File: config.mk
export PLATFORM = sky130hd
export DESIGN_NAME = rv32i_instr_encoder
export DESIGN_NICKNAME = d
export VERILOG_FILES = /design/src/rtl/rv32i_pkg.sv /design/src/rtl/enc_fifo.sv /design/src/rtl/rv32i_instr_encoder.sv
export SDC_FILE = /design/constraint.sdc
export NUM_CORES = 1
export LEC_CHECK = 0
export CAP_MARGIN = 5
export CORE_UTILIZATION = 50
export CTS_CLUSTER_DIAMETER = 30
export DETAILED_ROUTE_END_ITERATION = 12
export GPL_ROUTABILITY_DRIVEN = 0
export HOLD_SLACK_MARGIN = 0.1
export PLACE_DENSITY_LB_ADDON = 0.08
export SYNTH_ARGS = -nofsm -noshare
export SYNTH_HDL_FRONTEND = slang
export SYNTH_SLANG_ARGS = --single-unit
File: constraint.sdc
create_clock -name clk -period 11.1 [get_ports clk]
set_clock_uncertainty 0.1 [all_clocks]
set_input_delay 2.22 -clock clk [delete_from_list [all_inputs] [get_ports clk]]
set_output_delay 2.22 -clock clk [all_outputs]
set_load 0.1 [all_outputs]
File: src/rtl/rv32i_pkg.sv
// rtl/rv32i_pkg.sv - shared RV32I encoder/decoder types, opcodes and word builder
// Contents:
//   enc_op_t     command opcode selector driven on cmd_op
//   OPC_*        7-bit major opcodes, also used by the decoder side
//   enc_state_t  load-session FSM states
//   enc_word()   builds one instruction word from command fields (immediates truncated)
package rv32i_pkg;

  typedef enum logic [2:0] {
    OP_R   = 3'd0,
    OP_I   = 3'd1,
    OP_LW  = 3'd2,
    OP_SW  = 3'd3,
    OP_BEQ = 3'd4,
    OP_BNE = 3'd5,
    OP_JAL = 3'd6
  } enc_op_t;

  localparam logic [6:0] OPC_R      = 7'b0110011;
  localparam logic [6:0] OPC_I      = 7'b0010011;
  localparam logic [6:0] OPC_LOAD   = 7'b0000011;
  localparam logic [6:0] OPC_STORE  = 7'b0100011;
  localparam logic [6:0] OPC_BRANCH = 7'b1100011;
  localparam logic [6:0] OPC_JAL    = 7'b1101111;

  typedef enum logic [1:0] {
    ST_IDLE  = 2'd0,
    ST_LOAD  = 2'd1,
    ST_DRAIN = 2'd2,
    ST_DONE  = 2'd3
  } enc_state_t;

  function automatic logic [31:0] enc_word(
    input enc_op_t     op,
    input logic [2:0]  funct3,
    input logic        funct7_5,
    input logic [4:0]  rd,
    input logic [4:0]  rs1,
    input logic [4:0]  rs2,
    input logic [31:0] imm
  );
    logic [31:0] w;
    w = '0;
    case (op)
      OP_R:   w = {1'b0, funct7_5, 5'b0, rs2, rs1, funct3, rd, OPC_R};
      // Shift-right immediates carry the arithmetic/logical select in bit 30.
      OP_I:   if (funct3 == 3'b101) w = {1'b0, funct7_5, 5'b0, imm[4:0], rs1, funct3, rd, OPC_I};
              else                  w = {imm[11:0], rs1, funct3, rd, OPC_I};
      OP_LW:  w = {imm[11:0], rs1, 3'b010, rd, OPC_LOAD};
      OP_SW:  w = {imm[11:5], rs2, rs1, 3'b010, imm[4:0], OPC_STORE};
      OP_BEQ,
      OP_BNE: w = {imm[12], imm[10:5], rs2, rs1, 2'b00, (op == OP_BNE), imm[4:1], imm[11], OPC_BRANCH};
      OP_JAL: w = {imm[20], imm[10:1], imm[11], imm[19:12], rd, OPC_JAL};
      default: w = '0;
    endcase
    return w;
  endfunction

endpackage

File: src/rtl/enc_fifo.sv
// rtl/enc_fifo.sv - small synchronous FIFO holding encoded instruction words
// Ports:
//   clk, reset       clock, asynchronous active-high reset (empties the FIFO)
//   push, wdata      write one word when not full
//   pop, rdata       rdata is the head entry; pop removes it when not empty
//   full, empty      occupancy flags
//   count            current occupancy
module enc_fifo #(
  parameter int FIFO_DEPTH = 2
) (
  input  logic                            clk,
  input  logic                            reset,
  input  logic                            push,
  input  logic [31:0]                     wdata,
  input  logic                            pop,
  output logic [31:0]                     rdata,
  output logic                            full,
  output logic                            empty,
  output logic [$clog2(FIFO_DEPTH+1)-1:0] count
);

  localparam int AW = (FIFO_DEPTH > 1) ? $clog2(FIFO_DEPTH) : 1;
  localparam int CW = $clog2(FIFO_DEPTH + 1);

  logic [31:0]   mem [FIFO_DEPTH];
  logic [AW-1:0] rd_ptr;
  logic [AW-1:0] wr_ptr;
  logic          do_push;
  logic          do_pop;

  assign full    = (count == CW'(FIFO_DEPTH));
  assign empty   = (count == '0);
  assign do_push = push && !full;
  assign do_pop  = pop && !empty;
  assign rdata   = mem[rd_ptr];

  // Explicit wrap so non-power-of-two depths stay in range.
  function automatic logic [AW-1:0] next_ptr(input logic [AW-1:0] p);
    return (p == AW'(FIFO_DEPTH - 1)) ? '0 : p + AW'(1);
  endfunction

  always_ff @(posedge clk or posedge reset) begin
    if (reset) begin
      rd_ptr <= '0;
      wr_ptr <= '0;
      count  <= '0;
    end else begin
      if (do_push) wr_ptr <= next_ptr(wr_ptr);
      if (do_pop)  rd_ptr <= next_ptr(rd_ptr);
      case ({do_push, do_pop})
        2'b10:   count <= count + CW'(1);
        2'b01:   count <= count - CW'(1);
        default: count <= count;
      endcase
    end
  end

  always_ff @(posedge clk) begin
    if (do_push) mem[wr_ptr] <= wdata;
  end

endmodule

File: src/rtl/rv32i_instr_encoder.sv
// rtl/rv32i_instr_encoder.sv - encodes RV32I commands and streams them into instruction memory
// Optional feature macro: ENC_RANGE_CHECK_EN (immediate range checking, drives err).
// Ports:
//   clk, reset                  clock, asynchronous active-high reset
//   start, base_addr            open a load session at base_addr (IDLE only)
//   cmd_valid, cmd_ready        command handshake; cmd_op/cmd_funct3/cmd_funct7_5/cmd_rd/
//                               cmd_rs1/cmd_rs2/cmd_imm/cmd_last are the command fields
//   imem_we, imem_addr,         memory write, held until imem_ack
//   imem_wdata, imem_ack
//   busy, done, word_count, err session status (done is a one-cycle pulse, err is sticky)
module rv32i_instr_encoder
  import rv32i_pkg::*;
#(
  parameter int MAX_WORDS  = 256,
  parameter int FIFO_DEPTH = 2
) (
  input  logic                       clk,
  input  logic                       reset,
  input  logic                       start,
  input  logic [31:0]                base_addr,
  input  logic                       cmd_valid,
  output logic                       cmd_ready,
  input  enc_op_t                    cmd_op,
  input  logic [2:0]                 cmd_funct3,
  input  logic                       cmd_funct7_5,
  input  logic [4:0]                 cmd_rd,
  input  logic [4:0]                 cmd_rs1,
  input  logic [4:0]                 cmd_rs2,
  input  logic [31:0]                cmd_imm,
  input  logic                       cmd_last,
  output logic                       imem_we,
  output logic [31:0]                imem_addr,
  output logic [31:0]                imem_wdata,
  input  logic                       imem_ack,
  output logic                       busy,
  output logic                       done,
  output logic [$clog2(MAX_WORDS):0] word_count,
  output logic                       err
);

  localparam int WC_W = $clog2(MAX_WORDS) + 1;
  localparam int CW   = $clog2(FIFO_DEPTH + 1);

  enc_state_t    state;
  enc_state_t    state_nxt;
  logic          fifo_full;
  logic          fifo_empty;
  logic [CW-1:0] fifo_count;
  logic [31:0]   head_data;
  logic [31:0]   enc_data;
  logic          accept;
  logic          push;
  logic          pop;
  logic          imm_ok;
  logic          budget_hit;
  logic [WC_W:0] occupied;

  // Words already written plus words still queued; this is what the budget limits.
  assign occupied   = {1'b0, word_count} + (WC_W+1)'(fifo_count);
  assign budget_hit = (occupied + (WC_W+1)'(push)) >= (WC_W+1)'(MAX_WORDS);

  assign enc_data   = enc_word(cmd_op, cmd_funct3, cmd_funct7_5, cmd_rd, cmd_rs1, cmd_rs2, cmd_imm);
  assign accept     = cmd_valid && cmd_ready;
  assign push       = accept && imm_ok;
  assign imem_we    = !fifo_empty;
  assign imem_wdata = imem_we ? head_data : '0;
  assign pop        = imem_we && imem_ack;

`ifdef ENC_RANGE_CHECK_EN
  function automatic logic imm_fits(input enc_op_t op, input logic [31:0] imm);
    case (op)
      OP_I, OP_LW, OP_SW: return imm[31:11] == {21{imm[11]}};
      OP_BEQ, OP_BNE:     return (imm[31:12] == {20{imm[12]}}) && !imm[0];
      OP_JAL:             return (imm[31:20] == {12{imm[20]}}) && !imm[0];
      default:            return 1'b1;
    endcase
  endfunction

  logic err_q;
  assign imm_ok = imm_fits(cmd_op, cmd_imm);
  assign err    = err_q;

  // Out-of-range commands are consumed but dropped; err remembers it until the next start.
  always_ff @(posedge clk or posedge reset) begin
    if (reset)                          err_q <= 1'b0;
    else if (state == ST_IDLE && start) err_q <= 1'b0;
    else if (accept && !imm_ok)         err_q <= 1'b1;
  end
`else
  logic unused_imm_hi;
  assign unused_imm_hi = ^cmd_imm[31:21];
  assign imm_ok        = 1'b1;
  assign err           = 1'b0;
`endif

  enc_fifo #(
    .FIFO_DEPTH(FIFO_DEPTH)
  ) u_fifo (
    .clk   (clk),
    .reset (reset),
    .push  (push),
    .wdata (enc_data),
    .pop   (pop),
    .rdata (head_data),
    .full  (fifo_full),
    .empty (fifo_empty),
    .count (fifo_count)
  );

  always_ff @(posedge clk or posedge reset) begin
    if (reset) state <= ST_IDLE;
    else       state <= state_nxt;
  end

  always_comb begin
    state_nxt = state;
    case (state)
      ST_IDLE:  if (start) state_nxt = ST_LOAD;
      ST_LOAD:  if (accept && (cmd_last || budget_hit)) state_nxt = ST_DRAIN;
      // imem_we is derived from FIFO occupancy, so empty means nothing is pending.
      ST_DRAIN: if (fifo_empty) state_nxt = ST_DONE;
      ST_DONE:  state_nxt = ST_IDLE;
      default:  state_nxt = ST_IDLE;
    endcase
  end

  always_comb begin
    cmd_ready = 1'b0;
    busy      = 1'b0;
    done      = 1'b0;
    case (state)
      ST_LOAD: begin
        busy      = 1'b1;
        cmd_ready = !fifo_full && (occupied < (WC_W+1)'(MAX_WORDS));
      end
      ST_DRAIN: busy = 1'b1;
      ST_DONE:  done = 1'b1;
      default: ;
    endcase
  end

  always_ff @(posedge clk or posedge reset) begin
    if (reset) begin
      imem_addr  <= '0;
      word_count <= '0;
    end else if (state == ST_IDLE && start) begin
      imem_addr  <= base_addr;
      word_count <= '0;
    end else if (pop) begin
      imem_addr  <= imem_addr + 32'd4;
      word_count <= word_count + WC_W'(1);
    end
  end

endmodule
==> flow_metrics.env, run 1 <==
export IMPL_worstPathMaxFanout=7
export IMPL_crit_family="buffers and inverters"
export IMPL_drv_cap=0
export IMPL_hold_end="imem_addr[1]"
export IMPL_syn2layout_area_growth_pct=33.00
export IMPL_worst_r2r_setup_slack_ns=8.10
export IMPL_chipHeight_um=106.9
export IMPL_crit_required_ns=8.78
export IMPL_yosys_area_share_adder_pct=2.638
export IMPL_diodes=0
export IMPL_first_iter_violations=236
export IMPL_grt_start_max_net_pins=70
export IMPL_grt_usage_pct=23.33
export IMPL_ys_seq_elements=107
export IMPL_synth_area_top_cells="edfxtp_1, dfrtp_1, mux2i_1, nand2_1, xor2_1"
export IMPL_layout_commonest_cell="clkdlybuf4s50_1"
export IMPL_grt_pass1_vias=4258
export IMPL_grt_pass1_wl_um=20530
export IMPL_hold_depth=2
export IMPL_synth_area_mm2=0.005502
export IMPL_cts_buffers=9
export IMPL_worst_pin_slew_ns=1.239
export IMPL_hold_class="flop to flop"
export IMPL_r2r_end="u_fifo.mem[1][25]"
export IMPL_die_area_mm2=0.01143
export IMPL_vias=4443
export IMPL_hpwlAfterDp_um=8882
export IMPL_drive_gt1_share_pct=4.142
export IMPL_r2r_start="u_fifo.count[0]"
export IMPL_worst_slew_margin_rel_pct=16.72
export IMPL_grt_setup_unrepaired="no"
export IMPL_cts_setup_buffers=0
export IMPL_clockBufferDepth=2
export IMPL_drc=0
export IMPL_yosysSeqAreaShare_pct=54.13
export IMPL_post_cts_resized=0
export IMPL_synth_avg_cell_area_um2=10.32
export IMPL_insertion_delay_ns=0.39
export IMPL_holdCritStartpoint="imem_addr[1]"
export IMPL_clock_sinks=107
export IMPL_muxShareOfSynthArea_pct=6.391
export IMPL_path_clk_slew_ns=0.10
export IMPL_rows=37
export IMPL_clockRootBuffer="clkbuf_8"
export IMPL_antenna_found_initial=0
export IMPL_period_share_pct=52.67
export IMPL_fin_tns_setup_ns=0
export IMPL_critPathBufInv=2
export IMPL_slowest_delay_ns=1.13
export IMPL_netlist_cell_type_count=43
export IMPL_synth_compound_area_share_pct=8.983
export IMPL_synth_top_area_share_pct=32.75
export IMPL_setup_viol=0
export IMPL_syn_num_nets=636
export IMPL_ys_warn_count=0
export IMPL_nNetsFinal=774
export IMPL_max_freq_mhz=171.1
export IMPL_path_cells="ha_1 > inv_1 > fa_1 > and3b_1 > nand4bb_1 > a21oi_1 > and2_1 > clkdlybuf4s50_1"
export IMPL_cts_max_level=3
export IMPL_path_depth=8
export IMPL_synth_xor_area_share_pct=6.686
export IMPL_start_kind="flop"
export IMPL_crit_slowest_cell="clkdlybuf4s50_1"
export IMPL_fillers=829
export IMPL_crit_type="flop to output pin"
export IMPL_core_area_mm2=0.01051
export IMPL_cp_arrival_ns=3.53
export IMPL_ant_nets=0
export IMPL_firstDrtPassIters=6
export IMPL_portBuffers=157
export IMPL_worstRegToRegCells=9
export IMPL_synthCells=533
export IMPL_postRouteWirelength_um=12670
export IMPL_slew_viol_final=0
export IMPL_outcome="finished clean"
export IMPL_yosys_area_share_simple_pct=17.44
export IMPL_layout_common_cells="clkdlybuf4s50_1, nand2_1, edfxtp_1, nor2_1, dfrtp_1"
export IMPL_io_pins=170
export IMPL_die_w_um=106.9
export IMPL_crit_path_end_kind="output pin"
export IMPL_period_minus_slack_ns=5.846
export IMPL_hold_buffers=0
export IMPL_hold_viol=0
export IMPL_gr_total_overflow=0
export IMPL_routedWlPerCell_um=15.60
export IMPL_yosysTopAreaCell="edfxtp_1"
export IMPL_vias_per_cell=5.472
export IMPL_cts_tree="yes"
export IMPL_floorplan_initialDensity_pct=52.35
export IMPL_synth_top_family_by_area="simple AND/OR/NAND/NOR gates"
worst max-delay path by stage:
stage | end | slack [ns] | startpoint
after floorplan | cmd_ready | 5.78 | word_count[0]
after global placement | cmd_ready | 5.77 | u_fifo.count[0]
after detailed placement | cmd_ready | 5.71 | u_fifo.count[0]
after CTS | cmd_ready | 5.22 | u_fifo.count[0]
after global routing | cmd_ready | 5.09 | u_fifo.count[0]
final | cmd_ready | 5.25 | u_fifo.count[0]
synthesized netlist by cell type (all sizes together):
library cell,number
nand2b,2
and3,7
nor4,1
nand2,76
and4,3
xor2,29
nand4bb,1
o21ai,41
nor2b,7
mux2,1
a22o,1
nand3,14
nor2,53
a211oi,6
and2,12
nand4,20
mux2i,34
o2111ai,1
clkbuf,25
a222oi,1
xnor2,13
a32oi,1
a31oi,12
or3b,1
and3b,2
nor3,2
a221oi,4
edfxtp,60
dfrtp,47
a31o,2
o31ai,1
inv,17
conb,1
a21oi,13
buf,8
o211ai,1
ha,10
fa,1
or3,2
stage by stage:
step           instances  utilization [%]  setup WS, ns  instance area [um2]  hold slack [ns]
6_report             812            69.63         5.254                 7317           0.3935
3_3_place_gp         796            67.90         5.769                 7136           0.3576
3_5_place_dp         796            67.90         5.710                 7136           0.3732
5_1_grt              812            69.63         5.088                 7317           0.4406
4_1_cts              812            69.63         5.225                 7317           0.3966
2_1_floorplan        533                -         5.778                 5502           0.3608
kinds of logic after synthesis:
family | count (synthesis)
flops | 107
mux | 35
other cells | 1
buf+inv | 50
simple gates | 203
fa+ha+maj | 11
compound gates | 84
xor+xnor | 42
worst register-to-register path: cells and delay by family, from the launching register on:
family | cells | cell delay [ns]
AOI/OAI and AO/OA | 1 | 0.21
adders and majority gates | 2 | 0.64
buffers and inverters | 2 | 0.42
DFF | 1 | 0.52
and+or+nand+nor | 4 | 0.76
final cells by class:
cell class	count	area (um2)	area share [%]
Timing Repair Buffer	160	1594	21.79
Inverter	17	63.81	0.8721
Tap cell	136	170.2	2.326
Clock inverter	7	57.56	0.7866
Clock buffer	9	123.9	1.693
Multi-Input combinational cell	376	2328	31.82
Sequential cell	107	2979	40.71
layer usage:
layer	track usage, %	vias to the layer above	wire (um)
met5	0	-	0
met4	7.241	0	181
met3	7.720	16	984
met2	38.71	168	6205
met1	28.81	2114	5298
li1	-	2145	-
sequential cells by signal (all words and copies together) (netlist names):
signal / flops
imem_addr: 32
u_fifo.wr_ptr: 1
u_fifo.count: 2
state: 2
u_fifo.mem: 60
u_fifo.rd_ptr: 1
word_count: 9
Power of run 1 is left out: the tool's default activity adds up to more than one toggle a clock period on the data nets, which glitch-free logic cannot reach.
==> run 2: changes to the inputs <==
- CORE_UTILIZATION: 50 -> 43
- clock period: 11.1 -> 5.1 ns (I/O delays scaled with it)
==> flow_metrics.env, run 2 (synthesis gave the netlist of run 1 again) <==
export IMPL_worst_pin_slew_ns=1.205
export IMPL_worst_slew_margin_rel_pct=19.01
export IMPL_fin_ws_ns=1.083
export IMPL_r2r_end="u_fifo.mem[1][25]"
export IMPL_fin_tns_setup_ns=0
export IMPL_vias_per_cell=5.270
export IMPL_hold_end="imem_addr[0]"
export IMPL_floorplan_initialDensity_pct=44.87
export IMPL_largest_register="u_fifo.mem"
export IMPL_hold_buffers=0
export IMPL_worstPathMaxFanout=31
export IMPL_io_pins=170
export IMPL_nNetsFinal=776
export IMPL_crit_type="flop to output pin"
export IMPL_largest_reg_flops=60
export IMPL_hold_depth=2
export IMPL_layout_commonest_cell="clkdlybuf4s50_1"
export IMPL_top_regs="u_fifo.mem: 60 flops, imem_addr: 32 flops, word_count: 9 flops"
export IMPL_chipHeight_um=115.1
export IMPL_path_clk_slew_ns=0.07
export IMPL_cts_setup_buffers=0
export IMPL_cts_tree="yes"
export IMPL_postRouteWirelength_um=12830
export IMPL_syn2layout_area_growth_pct=35.98
export IMPL_hold_class="flop to flop"
export IMPL_gr_total_overflow=0
export IMPL_pre_cts_slack_ns=1.437
export IMPL_worstRegToRegCells=9
export IMPL_rows=40
export IMPL_cp_arrival_ns=2.90
export IMPL_first_iter_violations=255
export IMPL_period_minus_slack_ns=4.017
export IMPL_hpwlAfterDp_um=8859
export IMPL_vias=4458
export IMPL_cts_buffers=9
export IMPL_clockRootBuffer="clkbuf_16"
export IMPL_firstDrtPassIters=6
export IMPL_crit_path_end_kind="output pin"
export IMPL_drc=0
export IMPL_crit_required_ns=3.98
export IMPL_grt_start_max_net_pins=70
export IMPL_diodes=0
export IMPL_grt_pass1_vias=4241
export IMPL_routedWlPerCell_um=15.17
export IMPL_hold_worst_slack_ns=0.3775
export IMPL_drive_gt1_share_pct=4.425
export IMPL_outcome="finished clean"
export IMPL_grt_pass1_wl_um=20380
export IMPL_portBuffers=157
export IMPL_period_share_pct=78.77
export IMPL_hold_viol=0
export IMPL_max_freq_mhz=248.9
export IMPL_holdCritStartpoint="imem_addr[0]"
export IMPL_cts_max_level=3
export IMPL_core_area_mm2=0.01226
export IMPL_worst_r2r_setup_slack_ns=2.06
export IMPL_insertion_delay_ns=0.35
export IMPL_slew_viol_final=0
export IMPL_r2r_start="u_fifo.count[0]"
export IMPL_post_cts_resized=0
export IMPL_drv_cap=0
export IMPL_start_kind="flop"
export IMPL_grt_setup_unrepaired="no"
export IMPL_setup_viol=0
export IMPL_die_area_mm2=0.01325
export IMPL_layout_common_cells="clkdlybuf4s50_1, nand2_1, edfxtp_1, nor2_1, dfrtp_1"
export IMPL_die_w_um=115.1
export IMPL_final_core_util_pct=61.01
export IMPL_grt_usage_pct=20.03
export IMPL_antenna_found_initial=0
export IMPL_clock_sinks=107
export IMPL_clockBufferDepth=2
export IMPL_ant_nets=0
==> run 2: cell types whose count changed in the layout (fill, tap and decap cells not counted), moves of 2 or more <==
cell and change:
buf_4 +3, clkbuf_16 +9, inv_6 -4, clkbuf_8 -9, clkinvlp_4 +2
==> run 2: area by class of cell <==
type                            instances  area [um2]
Multi-Input combinational cell        376        2328
Sequential cell                       107        2979
Clock inverter                          7       67.56
Clock buffer                            9       225.2
Tap cell                              168       210.2
Inverter                               17       63.81
Timing Repair Buffer                  162        1607
Fill cell                            1049        4781
==> run 2: worst max-delay path, cell delays in order (launching register included) <==
cell	delay, ns
dfrtp_2	0.99
mux2i_1	0.21
nor2_1	0.18
clkdlybuf4s50_1	1.15
==> run 2: metal layers <==
layer | up-vias | global-route usage [%] | part of all wire (%)
met2 | 154 | 33.86 | 48
met1 | 2130 | 25.33 | 45
li1 | 2160 | - | -
met4 | 0 | 8.225 | 1.5
met5 | - | 0 | 0
met3 | 14 | 3.743 | 5.5
==> run 2: stage by stage <==
step	cell area, um2	std cells
finish	7481	846
global route	7481	846
CTS	7481	846
detailed placement	7188	830
global placement	7188	830
floorplan	5502	533
==> run 2: worst max path at each step <==
| stage | start | endpoint | slack, ns | depth (start not counted) |
|---|---|---|---|---|
| 5_1_grt | u_fifo.rd_ptr | imem_wdata[1] | 0.96 | 3 |
| 3_3_place_gp | u_fifo.rd_ptr | imem_wdata[24] | 1.42 | 3 |
| 4_1_cts | u_fifo.rd_ptr | imem_wdata[24] | 1.04 | 3 |
| 2_1_floorplan | word_count[0] | u_fifo.mem[1][10] | 0.68 | 8 |
| 3_5_place_dp | u_fifo.rd_ptr | imem_wdata[24] | 1.44 | 3 |
| 6_report | u_fifo.rd_ptr | imem_wdata[9] | 1.08 | 3 |
Power of run 2 is left out for the same reason.
==> run 3: changes to the inputs <==
- CORE_UTILIZATION: 43 -> 47
- clock period: 5.1 -> 4.1 ns (I/O delays scaled with it)
==> flow_metrics.env, run 3 (synthesis gave the netlist of run 1 again) <==
export IMPL_crit_path_end_kind="output pin"
export IMPL_firstDrtPassIters=6
export IMPL_io_pins=170
export IMPL_start_kind="flop"
export IMPL_grt_usage_pct=21.24
export IMPL_drv_cap=0
export IMPL_fin_area_mm2=0.007386
export IMPL_core_area_mm2=0.01142
export IMPL_crit_type="flop to output pin"
export IMPL_grt_setup_unrepaired="no"
export IMPL_drive_gt1_share_pct=9.412
export IMPL_period_minus_slack_ns=3.515
export IMPL_crit_required_ns=3.18
export IMPL_die_w_um=110.2
export IMPL_cp_arrival_ns=2.60
export IMPL_floorplan_initialDensity_pct=48.18
export IMPL_layout_common_cells="clkdlybuf4s50_1, nand2_1, edfxtp_1, nor2_1, dfrtp_1"
export IMPL_critPathBufInv=2
export IMPL_antenna_found_initial=0
export IMPL_cts_setup_buffers=0
export IMPL_period_share_pct=85.73
export IMPL_vias_per_cell=5.473
export IMPL_slowest_delay_ns=0.50
export IMPL_layout_commonest_cell="clkdlybuf4s50_1"
export IMPL_path_cells="ha_1 > inv_1 > fa_1 > and3b_1 > nand4bb_1 > a21oi_1 > and2_2 > buf_4"
export IMPL_post_dp_cell_area_mm2=0.007099
export IMPL_hpwlAfterDp_um=9061
export IMPL_gr_total_overflow=0
export IMPL_clockRootBuffer="clkbuf_16"
export IMPL_portBuffers=157
export IMPL_top_regs="u_fifo.mem: 60 flops, imem_addr: 32 flops, word_count: 9 flops"
export IMPL_nNetsFinal=778
export IMPL_path_clk_slew_ns=0.06
export IMPL_diodes=0
export IMPL_grt_start_max_net_pins=48
export IMPL_outcome="finished clean"
export IMPL_clock_sinks=107
export IMPL_postRouteWirelength_um=12600
export IMPL_syn2layout_area_growth_pct=34.25
export IMPL_worstPathMaxFanout=7
export IMPL_max_freq_mhz=284.5
export IMPL_crit_family="adder cells"
export IMPL_routedWlPerCell_um=15.31
export IMPL_ant_nets=0
export IMPL_crit_slowest_cell="dfrtp_1"
export IMPL_die_area_mm2=0.01214
export IMPL_cts_max_level=3
export IMPL_grt_pass1_vias=4290
export IMPL_hold_viol=0
export IMPL_insertion_delay_ns=0.35
export IMPL_vias=4504
export IMPL_clockBufferDepth=2
export IMPL_hold_class="flop to flop"
export IMPL_cts_buffers=9
export IMPL_post_cts_resized=0
export IMPL_hold_buffers=0
export IMPL_slew_viol_final=0
export IMPL_fin_tns_setup_ns=0
export IMPL_first_iter_violations=233
export IMPL_setup_viol=0
export IMPL_cts_tree="yes"
export IMPL_chipHeight_um=110.2
export IMPL_grt_pass1_wl_um=19600
export IMPL_worst_slew_margin_rel_pct=32.26
export IMPL_rows=39
export IMPL_drc=0
export IMPL_largest_register="u_fifo.mem"
export IMPL_largest_reg_flops=60
export IMPL_worst_pin_slew_ns=1.013
==> run 3: path summary, 6_finish.rpt <==
kind                                      start                 to  slack [ns]  cells past startpoint
worst min register to register     imem_addr[1]       imem_addr[1]        0.39                      2
max in group asynchronous                 reset      u_fifo.rd_ptr        2.32                      2
worst max register to register  u_fifo.count[0]  u_fifo.mem[1][28]        1.00                      8
min in group asynchronous                 reset       imem_addr[1]        0.92                      2
worst min-delay path               imem_addr[1]       imem_addr[1]        0.39                      2
worst max-delay path            u_fifo.count[0]          cmd_ready        0.58                      8
==> run 3: final cells by class <==
cell class | count | area, um2
clock buffers | 11 | 232.7
repair buffers | 164 | 1541
inverters | 17 | 63.81
clock inverters | 5 | 53.80
fillers | 922 | 4033
multi-input cells | 376 | 2336
well taps | 143 | 178.9
flip-flops and latches | 107 | 2979
==> run 3: worst reg2reg max path, cell delays in order, from the launching register on <==
cell       delay, ns
dfrtp_1         0.50
ha_1            0.24
inv_1           0.06
fa_1            0.42
and3b_1         0.24
nand4bb_1       0.14
a21oi_1         0.20
and2_2          0.17
and3_2          0.66
==> run 3: routing by layer <==
layer,track usage [%],part of all wire (%)
met5,0,0
met4,9.023,2.0
met3,4.350,7.4
met2,37.05,49
met1,25.49,42
==> run 3: per-stage QoR <==
| stage | instances | utilization (%) | hold slack, ns | setup slack [ns] |
|---|---|---|---|---|
| floorplan | 533 | - | 0.3786 | 0.3059 |
| global placement | 807 | 62.17 | 0.3607 | 1.010 |
| detailed placement | 807 | 62.17 | 0.3820 | 0.9315 |
| CTS | 823 | 64.68 | 0.3971 | 0.5498 |
| global route | 823 | 64.68 | 0.4127 | 0.4440 |
| finish | 823 | 64.68 | 0.3878 | 0.5849 |
Power of run 3 is left out for the same reason.
